### config.mk
export PLATFORM = sky130hd
export DESIGN_NAME = mux4_rr_sched
export DESIGN_NICKNAME = d
export VERILOG_FILES = /design/src/rtl/mux4_rr_sched_pkg.sv /design/src/rtl/mux4_rr_sched_rr_pick4.sv /design/src/rtl/mux4_rr_sched.sv
export SDC_FILE = /design/constraint.sdc
export NUM_CORES = 1
export LEC_CHECK = 0
export CELL_PAD_IN_SITES_DETAIL_PLACEMENT = 0
export CELL_PAD_IN_SITES_GLOBAL_PLACEMENT = 1
export CORE_ASPECT_RATIO = 0.5
export CORE_MARGIN = 3
export CORE_UTILIZATION = 29
export CTS_CLUSTER_DIAMETER = 50
export DETAILED_ROUTE_END_ITERATION = 10
export HOLD_SLACK_MARGIN = 0.15
export PLACE_DENSITY_LB_ADDON = 0.1
export SLEW_MARGIN = 0
export SYNTH_ARGS = -nofsm -noshare
export SYNTH_HDL_FRONTEND = slang
export SYNTH_SLANG_ARGS = --single-unit
### constraint.sdc
create_clock -name clk -period 1.8 [get_ports clk]
set_clock_uncertainty 0.2 [all_clocks]
set_input_delay 0.27 -clock clk [delete_from_list [all_inputs] [get_ports clk]]
set_output_delay 0.27 -clock clk [all_outputs]
set_load 0.05 [all_outputs]
### src/rtl/mux4_rr_sched_pkg.sv
// Shared definitions for the four-way round-robin mux scheduler.
// FSM encodings and a one-hot index helper.
package mux4_rr_sched_pkg;

    localparam int N_REQ = 4;

    typedef logic [1:0] req_idx_t;

    localparam logic [0:0] ST_ARB   = 1'b0;
    localparam logic [0:0] ST_GRANT = 1'b1;

    function automatic logic [N_REQ-1:0] onehot4(input req_idx_t idx);
        return 4'b0001 << idx;
    endfunction

endpackage

### src/rtl/mux4_rr_sched_rr_pick4.sv
// Combinational rotate-priority picker: first set req bit at or after ptr, mod 4.
module rr_pick4
    import mux4_rr_sched_pkg::*;
(
    input  logic [N_REQ-1:0] req,
    input  req_idx_t         ptr,
    output logic             any,
    output req_idx_t         idx
);

    req_idx_t cand;

    // Walk from farthest to nearest so the position closest to ptr wins.
    always_comb begin
        any  = |req;
        idx  = ptr;
        cand = ptr;
        for (int k = N_REQ - 1; k >= 0; k--) begin
            cand = ptr + 2'(k);
            if (req[cand]) idx = cand;
        end
    end

endmodule

### src/rtl/mux4_rr_sched.sv
// Round-robin scheduler sharing a per-bit 4:1 select datapath among four requesters,
// with a registered valid/ready output stage.
module mux4_rr_sched
    import mux4_rr_sched_pkg::*;
#(
    parameter int DATA_W   = 8,
    parameter int HOLD_MAX = 4
) (
    input  logic                    clk,
    input  logic                    rst_n,
    input  logic [N_REQ-1:0]        req,
    input  logic [N_REQ*DATA_W-1:0] din,
    output logic [N_REQ-1:0]        ack,
    output logic [N_REQ-1:0]        gnt,
    output logic [1:0]              sel,
    output logic                    y_valid,
    output logic [DATA_W-1:0]       y_data,
    output logic [1:0]              y_src,
    input  logic                    y_ready
);

    localparam int CNT_W = $clog2(HOLD_MAX + 1);

    logic [0:0]       state;
    req_idx_t         ptr;
    logic [CNT_W-1:0] beat_cnt;
    logic             pick_any;
    req_idx_t         pick_idx;
    logic [DATA_W-1:0] mux_data;
    logic             accept;
    logic             last_beat;

    rr_pick4 u_pick (
        .req (req),
        .ptr (ptr),
        .any (pick_any),
        .idx (pick_idx)
    );

    for (genvar b = 0; b < DATA_W; b++) begin : g_mux
        assign mux_data[b] = sel[1] ? (sel[0] ? din[3*DATA_W+b] : din[2*DATA_W+b])
                                    : (sel[0] ? din[DATA_W+b]   : din[b]);
    end

    assign accept    = (state == ST_GRANT) && req[sel] && (!y_valid || y_ready);
    assign last_beat = (beat_cnt == CNT_W'(HOLD_MAX - 1));
    assign ack       = accept ? onehot4(sel) : '0;

    always_ff @(posedge clk or negedge rst_n) begin
        if (!rst_n) begin
            state    <= ST_ARB;
            ptr      <= '0;
            sel      <= '0;
            gnt      <= '0;
            beat_cnt <= '0;
            y_valid  <= 1'b0;
            y_data   <= '0;
            y_src    <= '0;
        end else begin
            case (state)
                ST_ARB: begin
                    if (pick_any) begin
                        sel      <= pick_idx;
                        gnt      <= onehot4(pick_idx);
                        beat_cnt <= '0;
                        state    <= ST_GRANT;
                    end
                end
                default: begin
                    // Release on the final allowed beat, or when the owner stops requesting.
                    if (accept) begin
                        beat_cnt <= beat_cnt + 1'b1;
                        if (last_beat) begin
                            state <= ST_ARB;
                            gnt   <= '0;
                            ptr   <= sel + 2'd1;
                        end
                    end else if (!req[sel]) begin
                        state <= ST_ARB;
                        gnt   <= '0;
                        ptr   <= sel + 2'd1;
                    end
                end
            endcase

            // Output register: a new beat overwrites a draining one in the same cycle.
            if (accept) begin
                y_valid <= 1'b1;
                y_data  <= mux_data;
                y_src   <= sel;
            end else if (y_ready) begin
                y_valid <= 1'b0;
            end
        end
    end

endmodule

======== Yosys cells after proc, flatten, opt, wreduce, memory -nomap -nowiden ========
Cells that the tools add are included.
storage, ports and cells
  register bits ........................... 23
  output and inout port bits .............. 21
  input bits .............................. 39
  word-level logic and storage cells ...... 95
operators by class
  $add $sub $neg .......................... 5
  shifts and indexed selects .............. 2
  order comparisons ....................... 5
  multiplexer cells ....................... 57
  equality and inequality tests ........... 6
  bitwise logic cells ..................... 1
  reductions and logical operators ........ 11
operators with widths
  cell                   count
  $mux W1                36
  $mux W4                6
  $lt A2 B3 Y1 const B   5
  $mux W2                7
  $bmux W1 S2            5
  $mux W3                3
  $shl A1 B2 Y4 const A  2
  $reduce_and A3 Y1      2
  $add A2 B1 Y2 const B  2
  $add A2 B2 Y2 const B  2
  $ne A2 B1 Y1 const B   2
  $reduce_and A2 Y1      2
  $reduce_bool A2 Y1     2
  $reduce_or A4 Y1       1
  $add A3 B1 Y3 const B  1
  $eq A3 B2 Y1 const B   1
  $ne A3 B2 Y1 const B   1
  $ne A3 B3 Y1 const B   1
  $logic_and A1 B1 Y1    2
  $ne A2 B2 Y1 const B   1
  $logic_not A1 Y1       1
  $logic_or A1 B1 Y1     1
  $not A1 Y1             1

======== Logic depth before layout (Yosys ltp) ========
Gate-level depths: netlist of run 1.
  depth in word-level cells ............... 10
  gate-level depth with buffers ........... 6
  mapped depth without buffers ............ 5

======== Modules after synthesis ========
A second synthesis of run 1 with hierarchy kept.
second synthesis, totals
  cells, all modules ...................... 134
  area total of the unflattened synthesis .. 1480.2 µm²
modules (own cells, without submodules)
  module         seq. area each (µm²)  cells an instance  times used  area an instance (µm²)
  mux4_rr_sched  575.6                 118                1           1380.1
  rr_pick4       0.0                   16                 1           100.1

======== Worst setup path before layout of run 1 ========
No wires, ideal clock.
  path kind ............................... reg2out
  start ................................... register sel[1]
  end ..................................... output ack[0]
  data arrival time ....................... 2051 ps
  path buffers ............................ 2
  data required time ...................... 1330 ps
  path slack .............................. -721 ps
  cell stages (with the launch flop) ...... 6
  cells stage by stage .................... dfrtp_1 > buf_6 > mux4_2 > nand3_2 > buf_4 > nor2_1
on the way
  cells in the longest elaborated chain, start to end .. 5
  elaborated cells on any way between the ends .. 6
  classes of those cells .................. shift (1); mux (3); reduce/logical (2)
RTL lines
  what                               line                 text
  start: declaration                 mux4_rr_sched.sv:15  output logic [1:0] sel,
  start signal: assignment           mux4_rr_sched.sv:63  sel <= pick_idx;
  $bmux W1 S2                        mux4_rr_sched.sv:45  assign accept = (state == ST_GRANT) && req[sel] && (!y_valid || y_ready);
  $mux W1 (not written as such)      mux4_rr_sched.sv:45
  $logic_and A1 B1 Y1 (2 in series)  mux4_rr_sched.sv:45
  $mux W4 (*)                        mux4_rr_sched.sv:47  assign ack = accept ? onehot4(sel) : '0;
  end: declaration                   mux4_rr_sched.sv:13  output logic [N_REQ-1:0] ack,
Every way passes the cells marked *; elsewhere a longest branch is shown, timed or not. The select of a mux whose other input is x is not followed.

======== Worst setup path after layout of run 1 ========
  start ................................... register sel[1]
  end ..................................... output ack[2]
Same word-level chain as after synthesis.

==> metrics.md, run 1 <==
| Metric | Value |
|---|---|
| Outcome | finished, violations left |
| Violations in the final reports | negative setup slack |
| Area enclosed by the die boundary | 6017 µm² |
| Min cycle time layout | 2.072 ns |
| Synthesized netlist net count | 190 |
| Overall fraction of global-route tracks in use | 0.1464 |
| Later-pin clock latency in the skew report | 0.26 ns |
| Worst setup path class | flip-flop to primary output |
| Tightest slew margin relative to the limit | 0.7536 |
| Synthesized-area fraction occupied by and/or/nand/nor cells | 0.1190 |
| Mux cell area share after synthesis | 0.2100 |
| CTS tree | yes |
| Amount of wire on met2 after detailed routing | 2025 µm |
| Vertical die dimension | 56.37 µm |
| Count of vias placed by the detailed router | 1,376 |
| Critical Path Source Type | flip-flop |
| Unrepaired setup endpoints after global routing | true |
| Worst min-delay path class | input pin to asynchronous set/reset pin |
| Worst slew pin tran | about 0.37 ns |
| Number of port buffers | 59 |
| DRC errors left | 0 |
| Placeable core region | 4637 µm² |
| Number of antenna violations at the first check in global routing | 0 |
| Average routed wire per standard cell | ~15 µm |
| Areal power density over the cells | about 1800 nW/µm² |
| Wl on met1 | 1979 µm |
| Final ANT Viol Nets | 0 |
| Routed wire length | 4278 µm |
| Placed instance area | ~2300 µm² |
| Worst IR Drop VDD | 0.0008853 V |
| Clock Tree Buf Depth | 2 |
| Growth of design area from synthesis to finish | 65.99% |
| DIE WIDTH | approximately 110 µm |
| Clock tree root buffer cell | sky130_fd_sc_hd__clkbuf_8 |
| Dpl hpwl | 3354 µm |
| Area fraction in compound gates after synthesis | 0.1599 |
| Parity-gate share of the synthesized area counting xor and xnor cells | 0 |
| Cell area after synthesis | about 1500 µm² |
| Count of antenna diodes in the layout | 0 |
| Final Worst Setup Slack | -0.2723 ns |
| Critical path data arrival time | 1.60 ns |
| Placer Congestion | 0.7264 |
| Synth Instances | 145 |
| Number of synthesized register bits | 23 |
| Post-synthesis cell type with the largest combined area | sky130_fd_sc_hd__dfrtp_1 |
| Count of endpoints failing hold in the final timing report | 0 |
| 1st-pass router iterations | 4 |
| Post-route cell area | ~2400 µm² |
| Starting DRT DRC Count | 66 |
| Predominant post-synthesis flop cell | sky130_fd_sc_hd__dfrtp_1 |
| Top cells by area in the synthesized netlist | sky130_fd_sc_hd__dfrtp_1 (39%), sky130_fd_sc_hd__mux4_2 (6.1%), sky130_fd_sc_hd__mux2i_1 (5.4%) |
| Total number of yosys warnings | 0 |
| Number of levels the H-tree was split into | 1 |
| EDFF count, synth | 0 |
| Starting utilization of the core area | 0.3173 |
| Crit path max fanout | 5 |
| Most frequent cell after synthesis | sky130_fd_sc_hd__dfrtp_1 |
| Top cells by count, synth | sky130_fd_sc_hd__dfrtp_1 (23), sky130_fd_sc_hd__o21ai_0 (14), sky130_fd_sc_hd__nand2_1 (12) |
| Highest Signal Layer | met4 |
| Total clock sinks | 23 |
| Count of distinct cell types in the synthesized netlist | 32 |
| Via count of the first global-routing pass | 1,425 |
| Req. time, crit path | between 1 and 1.5 ns |
| Rows | 17 |
| Final worst-path cycle share | 1.151 |
| Fraction of the yosys area taken by sequential cells | 0.3912 |
| MaxCap Viol Count | 0 |
| Final slew viol count | 0 |
| Post-layout power | about 4.3 mW |
| Global-route wire length before repair | 7079 µm |
| Post-synthesis async set-or-reset flop share | 1.000 |
| Area share of fa/ha/maj cells after synthesis | 0.05102 |
| Clock edge transition at the registers on the reported setup and hold paths | 0.08 ns |
| Placement-stage worst setup slack | -0.3731 ns |
| Routed length on met3 | around 250 µm |
| Hold buffer count at cts | 0 |
| I/O pin total | 60 |
| Final hold slack | 0.1557 ns |
| Pin count of the biggest net entering global routing | 24 |
| Reg2reg setup slack | -0.13 ns |
| CTS buffer count | 3 |
| Layout cells sized above 1 | 0.3453 |
| Overflow left after global routing | 0 |
| Post-Syn Area per Cell | 10.15 µm² |
| Number of nets in the layout | 269 |
| Kind of capture point of the worst setup path | primary output |
| Fill cells | 457 |
| Largest family of logic cells by synthesized area | multiplexers |
| Setup violators final | 13 |
| Achievable frequency | 0.4826 GHz |
| Post-synth top area share | 0.3912 |
| Static leakage power | ~1.1 nW |
| Via density per instance | between 4 and 5 |
layout by cell type (no fill, tap or decap), types with 3 or more instances in the layout:
cell | Yosys | routed
sky130_fd_sc_hd__clkdlybuf4s50_1 | 0 | 34
sky130_fd_sc_hd__buf_4 | 1 | 34
sky130_fd_sc_hd__dfrtp_1 | 23 | 21
sky130_fd_sc_hd__nand2_1 | 12 | 12
sky130_fd_sc_hd__buf_12 | 0 | 9
sky130_fd_sc_hd__inv_1 | 9 | 8
sky130_fd_sc_hd__o21ai_1 | 0 | 8
sky130_fd_sc_hd__mux2i_1 | 8 | 7
sky130_fd_sc_hd__mux2_4 | 4 | 6
sky130_fd_sc_hd__a31oi_1 | 6 | 6
sky130_fd_sc_hd__ha_1 | 6 | 6
sky130_fd_sc_hd__nand2b_1 | 5 | 5
sky130_fd_sc_hd__o21ai_0 | 14 | 5
sky130_fd_sc_hd__mux2_2 | 7 | 5
sky130_fd_sc_hd__nor3_1 | 5 | 5
sky130_fd_sc_hd__a21oi_1 | 5 | 5
sky130_fd_sc_hd__mux4_2 | 4 | 4
sky130_fd_sc_hd__nor2_4 | 0 | 4
sky130_fd_sc_hd__dlygate4sd2_1 | 0 | 4
sky130_fd_sc_hd__nand3_1 | 3 | 3
sky130_fd_sc_hd__o22ai_1 | 3 | 3
sky130_fd_sc_hd__clkbuf_8 | 0 | 3
sky130_fd_sc_hd__buf_6 | 3 | 3
worst max-delay path, stage by stage (launching register included):
cell and delay, ns:
sky130_fd_sc_hd__dfrtp_2 0.39, sky130_fd_sc_hd__mux4_2 0.52, sky130_fd_sc_hd__nand3_2 0.12, sky130_fd_sc_hd__buf_12 0.13, sky130_fd_sc_hd__nor2_4 0.04, sky130_fd_sc_hd__buf_12 0.14
metrics by stage:
stage | cells | util | TNS, ns
finish | 289 | 0.5267 | -1.536
floorplan | 145 | - | -2.594
detailed placement | 280 | 0.4984 | -6.359
global route | 289 | 0.5267 | -2.609
CTS | 290 | 0.5264 | -2.201
global placement | 280 | 0.4984 | -6.206
final timing paths:
check	depth (start not counted)	to	startpoint
max	5	ack[2]	sel[1]$_DFFE_PN0P_
min	2	y_data[1]$_DFFE_PN0P_	rst_n
max reg2reg	5	y_data[4]$_DFFE_PN0P_	sel[1]$_DFFE_PN0P_
min reg2reg	1	beat_cnt[0]$_DFFE_PN0P_	beat_cnt[0]$_DFFE_PN0P_
max in group asynchronous	2	sel[1]$_DFFE_PN0P_	rst_n
min in group clk	1	beat_cnt[0]$_DFFE_PN0P_	beat_cnt[0]$_DFFE_PN0P_
per-layer routing:
metal / vias to the layer above / GRT usage
met5: - / 0
met4: 0 / 0.02186
met3: 2 / 0.04363
met2: 36 / 0.2415
met1: 661 / 0.1945
li1: 677 / -
final cells by class:
type	count	area, µm²	area share
multi-input combinational	103	854.6	0.3499
inverter	9	37.54	0.01537
timing repair buffer	84	844.6	0.3458
tap	66	82.58	0.03381
clock buffer	4	45.04	0.01844
sequential	23	578.1	0.2367
power by group:
group / internal [mW] / leakage, nW / total (mW) / switching (mW)
Combinational: 1.35 / 0.770 / 3.01 / 1.66
Clock: 0.158 / 0.0228 / 0.321 / 0.163
Sequential: 0.764 / 0.283 / 0.955 / 0.190
cells by family (layout without fill, tap and decap cells):
group / Yosys count / count (layout)
compound gates: 38 / 38
fa+ha+maj: 6 / 6
buf+inv: 19 / 97
flops: 23 / 23
mux: 23 / 23
simple gates: 36 / 36
sequential cells by signal (all words and copies together), names as in the netlist:
signal	cells
y_src	2
sel	2
state	1
beat_cnt	3
ptr	2
gnt	4
y_valid	1
y_data	8
timing repair:
action                     in CTS  in global routing
buffers inserted                6                  0
gates cloned                    0                  0
pin swaps                       1                  1
gates resized for setup        12                  3
setup endpoints to repair      12                 17
No activity file was read; power rests on OpenSTA's default activity.
==> inputs of run 2 (changes only) <==
--- a/config.mk
+++ b/config.mk
@@ -14,6 +14,7 @@
 export DETAILED_ROUTE_END_ITERATION = 10
 export HOLD_SLACK_MARGIN = 0.15
 export PLACE_DENSITY_LB_ADDON = 0.1
+export SKIP_LAST_GASP = 1
 export SLEW_MARGIN = 0
 export SYNTH_ARGS = -nofsm -noshare
 export SYNTH_HDL_FRONTEND = slang
==> run 2 against run 1 <==
Effect of this change:
- the run still ends with negative setup slack left
- fmax barely moved
- clock power rose by 1%
- critical path depth did not move
- via count rose by 0.51%
- die area did not move
- sequential cell count did not move
- register-to-register slack barely moved
- setup slack improved by 0.0012 ns
- global-route usage fell by 0.15 points
- total power fell by 0.92%
- critical endpoint unchanged
- largest cell class unchanged
==> metrics.md, run 2 (synthesis results as in run 1) <==
| Metric | Value |
|---|---|
| 1st-pass router iterations | 4 (unchanged) |
| GRT met2 Usage | 0.2370 (was 0.2415) |
| DIE WIDTH | 106.7 µm (unchanged) |
| Tightest slew margin relative to the limit | 0.7503 (was 0.7536) |
| Top flop regs | y_data x8, gnt x4, beat_cnt x3 (unchanged) |
| Worst slew pin tran | 0.3715 ns (was 0.3665 ns) |
| Pin count of the biggest net entering global routing | 24 (unchanged) |
| Via count of the first global-routing pass | 1,411 (was 1,425) |
| M1 GR Usage | 0.1938 (was 0.1945) |
| Layout cells sized above 1 | 0.3408 (was 0.3453) |
| Routing layer with the top usage in global route | met2 (unchanged) |
| Leading cell type in the layout, fill and taps excluded | sky130_fd_sc_hd__buf_4 |
| Outcome | finished, violations left (unchanged) |
| Slowest CP cell | sky130_fd_sc_hd__mux4_2 (unchanged) |
| Clock tree root buffer cell | sky130_fd_sc_hd__clkbuf_8 (unchanged) |
| Average routed wire per standard cell | 14.66 µm (was 14.80 µm) |
| Total Negative Setup Slacks | -1.555 ns (was -1.536 ns) |
| Count of vias placed by the detailed router | 1,383 (was 1,376) |
| Dpl hpwl | 3354 µm (unchanged) |
| CTS buffer count | 3 (unchanged) |
| Placement-stage worst setup slack | -0.3731 ns (unchanged) |
| Later-pin clock latency in the skew report | 0.26 ns (about the same) |
| Number of port buffers | 59 (unchanged) |
| Reg2reg setup slack | -0.12 ns (was -0.13 ns) |
| Setup violators final | 14 (was 13) |
| Static leakage power | 1.073 nW (was 1.076 nW) |
| MaxCap Viol Count | 0 (unchanged) |
| Areal power density over the cells | 1753 nW/µm² (was 1755 nW/µm²) |
| Fill cells | 458 (was 457) |
| Growth of design area from synthesis to finish | 64.63% (was 65.99%) |
| Worst setup path class | flip-flop to primary output (unchanged) |
| Number of levels the H-tree was split into | 1 (unchanged) |
| DRC errors left | 0 (unchanged) |
| Count of antenna diodes in the layout | 0 (unchanged) |
| Unrepaired setup endpoints after global routing | true (unchanged) |
| Violations in the final reports | negative setup slack (unchanged) |
| CTS tree | yes (unchanged) |
| Worst IR Drop VDD | 0.0008834 V (was 0.0008853 V) |
| Final slew viol count | 0 (unchanged) |
| Final Worst Setup Slack | -0.2711 ns (was -0.2723 ns) |
| Final worst-path cycle share | 1.151 (about the same) |
| I/O pin total | 60 (unchanged) |
| Number of nets in the layout | 269 (unchanged) |
| Most frequent cells in the layout | sky130_fd_sc_hd__buf_4 (35), sky130_fd_sc_hd__clkdlybuf4s50_1 (34), sky130_fd_sc_hd__dfrtp_1 (21) (was sky130_fd_sc_hd__clkdlybuf4s50_1 (34), sky130_fd_sc_hd__buf_4 (34), sky130_fd_sc_hd__dfrtp_1 (21)) |
| Via density per instance | 4.785 (was 4.761) |
| Overflow left after global routing | 0 (unchanged) |
| Worst min-delay path class | input pin to asynchronous set/reset pin (unchanged) |
| Number of antenna violations at the first check in global routing | 0 (unchanged) |
| Cell-by-cell trace of the critical path | mux4_2 > nand3_2 > buf_12 > nor2_4 > buf_12 (unchanged) |
| Critical Path Source Type | flip-flop (unchanged) |
| Routed wire length | 4236 µm (was 4278 µm) |
| Clock edge transition at the registers on the reported setup and hold paths | 0.09 ns (was 0.08 ns) |
| GR met3 Demand/Resource | 0.04363 (unchanged) |
| Min cycle time layout | 2.071 ns (was 2.072 ns) |
| Crit path max fanout | 5 (unchanged) |
| Rows | 17 (unchanged) |
| Total clock sinks | 23 (unchanged) |
| Post-layout power | 4.247 mW (was 4.287 mW) |
| Crit path largest cell delay | 0.52 ns (about the same) |
| Final ANT Viol Nets | 0 (unchanged) |
| Most flops, register | y_data (unchanged) |
| Placeable core region | 4637 µm² (unchanged) |
| Placer Congestion | 0.7264 (unchanged) |
| Vertical die dimension | 56.37 µm (unchanged) |
| Area enclosed by the die boundary | 6017 µm² (unchanged) |
| Req. time, crit path | 1.33 ns (about the same) |
| Starting utilization of the core area | 0.3173 (unchanged) |
| Achievable frequency | 0.4828 GHz (was 0.4826 GHz) |
| Overall fraction of global-route tracks in use | 0.1449 (was 0.1464) |
| Clock Tree Buf Depth | 2 (unchanged) |
| Hold buffer count at cts | 0 (unchanged) |
| Count of endpoints failing hold in the final timing report | 0 (unchanged) |
| Flip-flop count of the largest register after layout | 8 (unchanged) |
| Starting DRT DRC Count | 65 (was 66) |
| Most used cell, CP | sky130_fd_sc_hd__buf_12 (unchanged) |
| Kind of capture point of the worst setup path | primary output (unchanged) |
| Global-route wire length before repair | 7017 µm (was 7079 µm) |
| Critical path data arrival time | 1.60 ns (about the same) |
==> run 2: changes by cell type in the layout (fill, tap and decap cells not counted) <==
cell                         delta
sky130_fd_sc_hd__mux2_2         +1
sky130_fd_sc_hd__clkinvlp_4     -1
sky130_fd_sc_hd__buf_6          -1
sky130_fd_sc_hd__inv_1          +1
sky130_fd_sc_hd__buf_4          +1
sky130_fd_sc_hd__mux2_4         -1
sky130_fd_sc_hd__mux2i_4        -1
sky130_fd_sc_hd__mux2i_2        +1
==> run 2: report_power, final <==
part           switching [mW]  internal [mW]  total [mW]  leakage (nW)
sequential              0.187          0.764       0.951         0.283
clock                   0.167          0.158       0.325        0.0228
combinational            1.65           1.32        2.97         0.767
==> run 2: what timing repair did <==
item / CTS / global route
resized for setup: 10 / 1
buffers inserted: 6 / 0
setup endpoints to repair: 12 / 17
pin swaps: 1 / 1
==> run 2: layout make-up <==
class | count | area, µm² | area share
clock buffers | 4 | 45.04 | 0.01860
inverters | 9 | 33.78 | 0.01395
multi-input cells | 103 | 842.1 | 0.3476
flip-flops and latches | 23 | 578.1 | 0.2386
well taps | 66 | 82.58 | 0.03409
repair buffers | 84 | 840.8 | 0.3471
==> run 2: worst max-delay path: cells and delay by family (launching register included) <==
| kind | cells | cell delay [ns] |
|---|---|---|
| muxes | 1 | 0.52 |
| DFF | 1 | 0.39 |
| buffers and inverters | 2 | 0.27 |
| and+or+nand+nor | 2 | 0.16 |
==> run 2: metrics by stage <==
step           instance area [µm²]  std cells    util  hold WS, ns
6_report                      2422        289  0.5224       0.1514
5_1_grt                       2422        289  0.5224       0.1674
4_1_cts                       2434        290  0.5248       0.1644
3_5_place_dp                  2311        280  0.4984       0.2813
3_3_place_gp                  2311        280  0.4984       0.2665
2_1_floorplan                 1511        145       -      -0.2256
==> run 2: final timing paths <==
check,cells after the start,endpoint,start
setup / recovery,5,ack[2],sel[1]$_DFFE_PN0P_
hold / removal,2,y_data[1]$_DFFE_PN0P_,rst_n
setup reg to reg,5,y_data[4]$_DFFE_PN0P_,sel[1]$_DFFE_PN0P_
hold reg to reg,1,beat_cnt[0]$_DFFE_PN0P_,beat_cnt[0]$_DFFE_PN0P_
max in group asynchronous,2,sel[1]$_DFFE_PN0P_,rst_n
min in group clk,1,beat_cnt[0]$_DFFE_PN0P_,beat_cnt[0]$_DFFE_PN0P_
==> run 2: metal layers <==
layer  wire (µm)  vias to the layer above
met5           0                        -
met4          19                        0
met3         263                        2
met2        1981                       37
met1        1971                      670
li1            -                      674
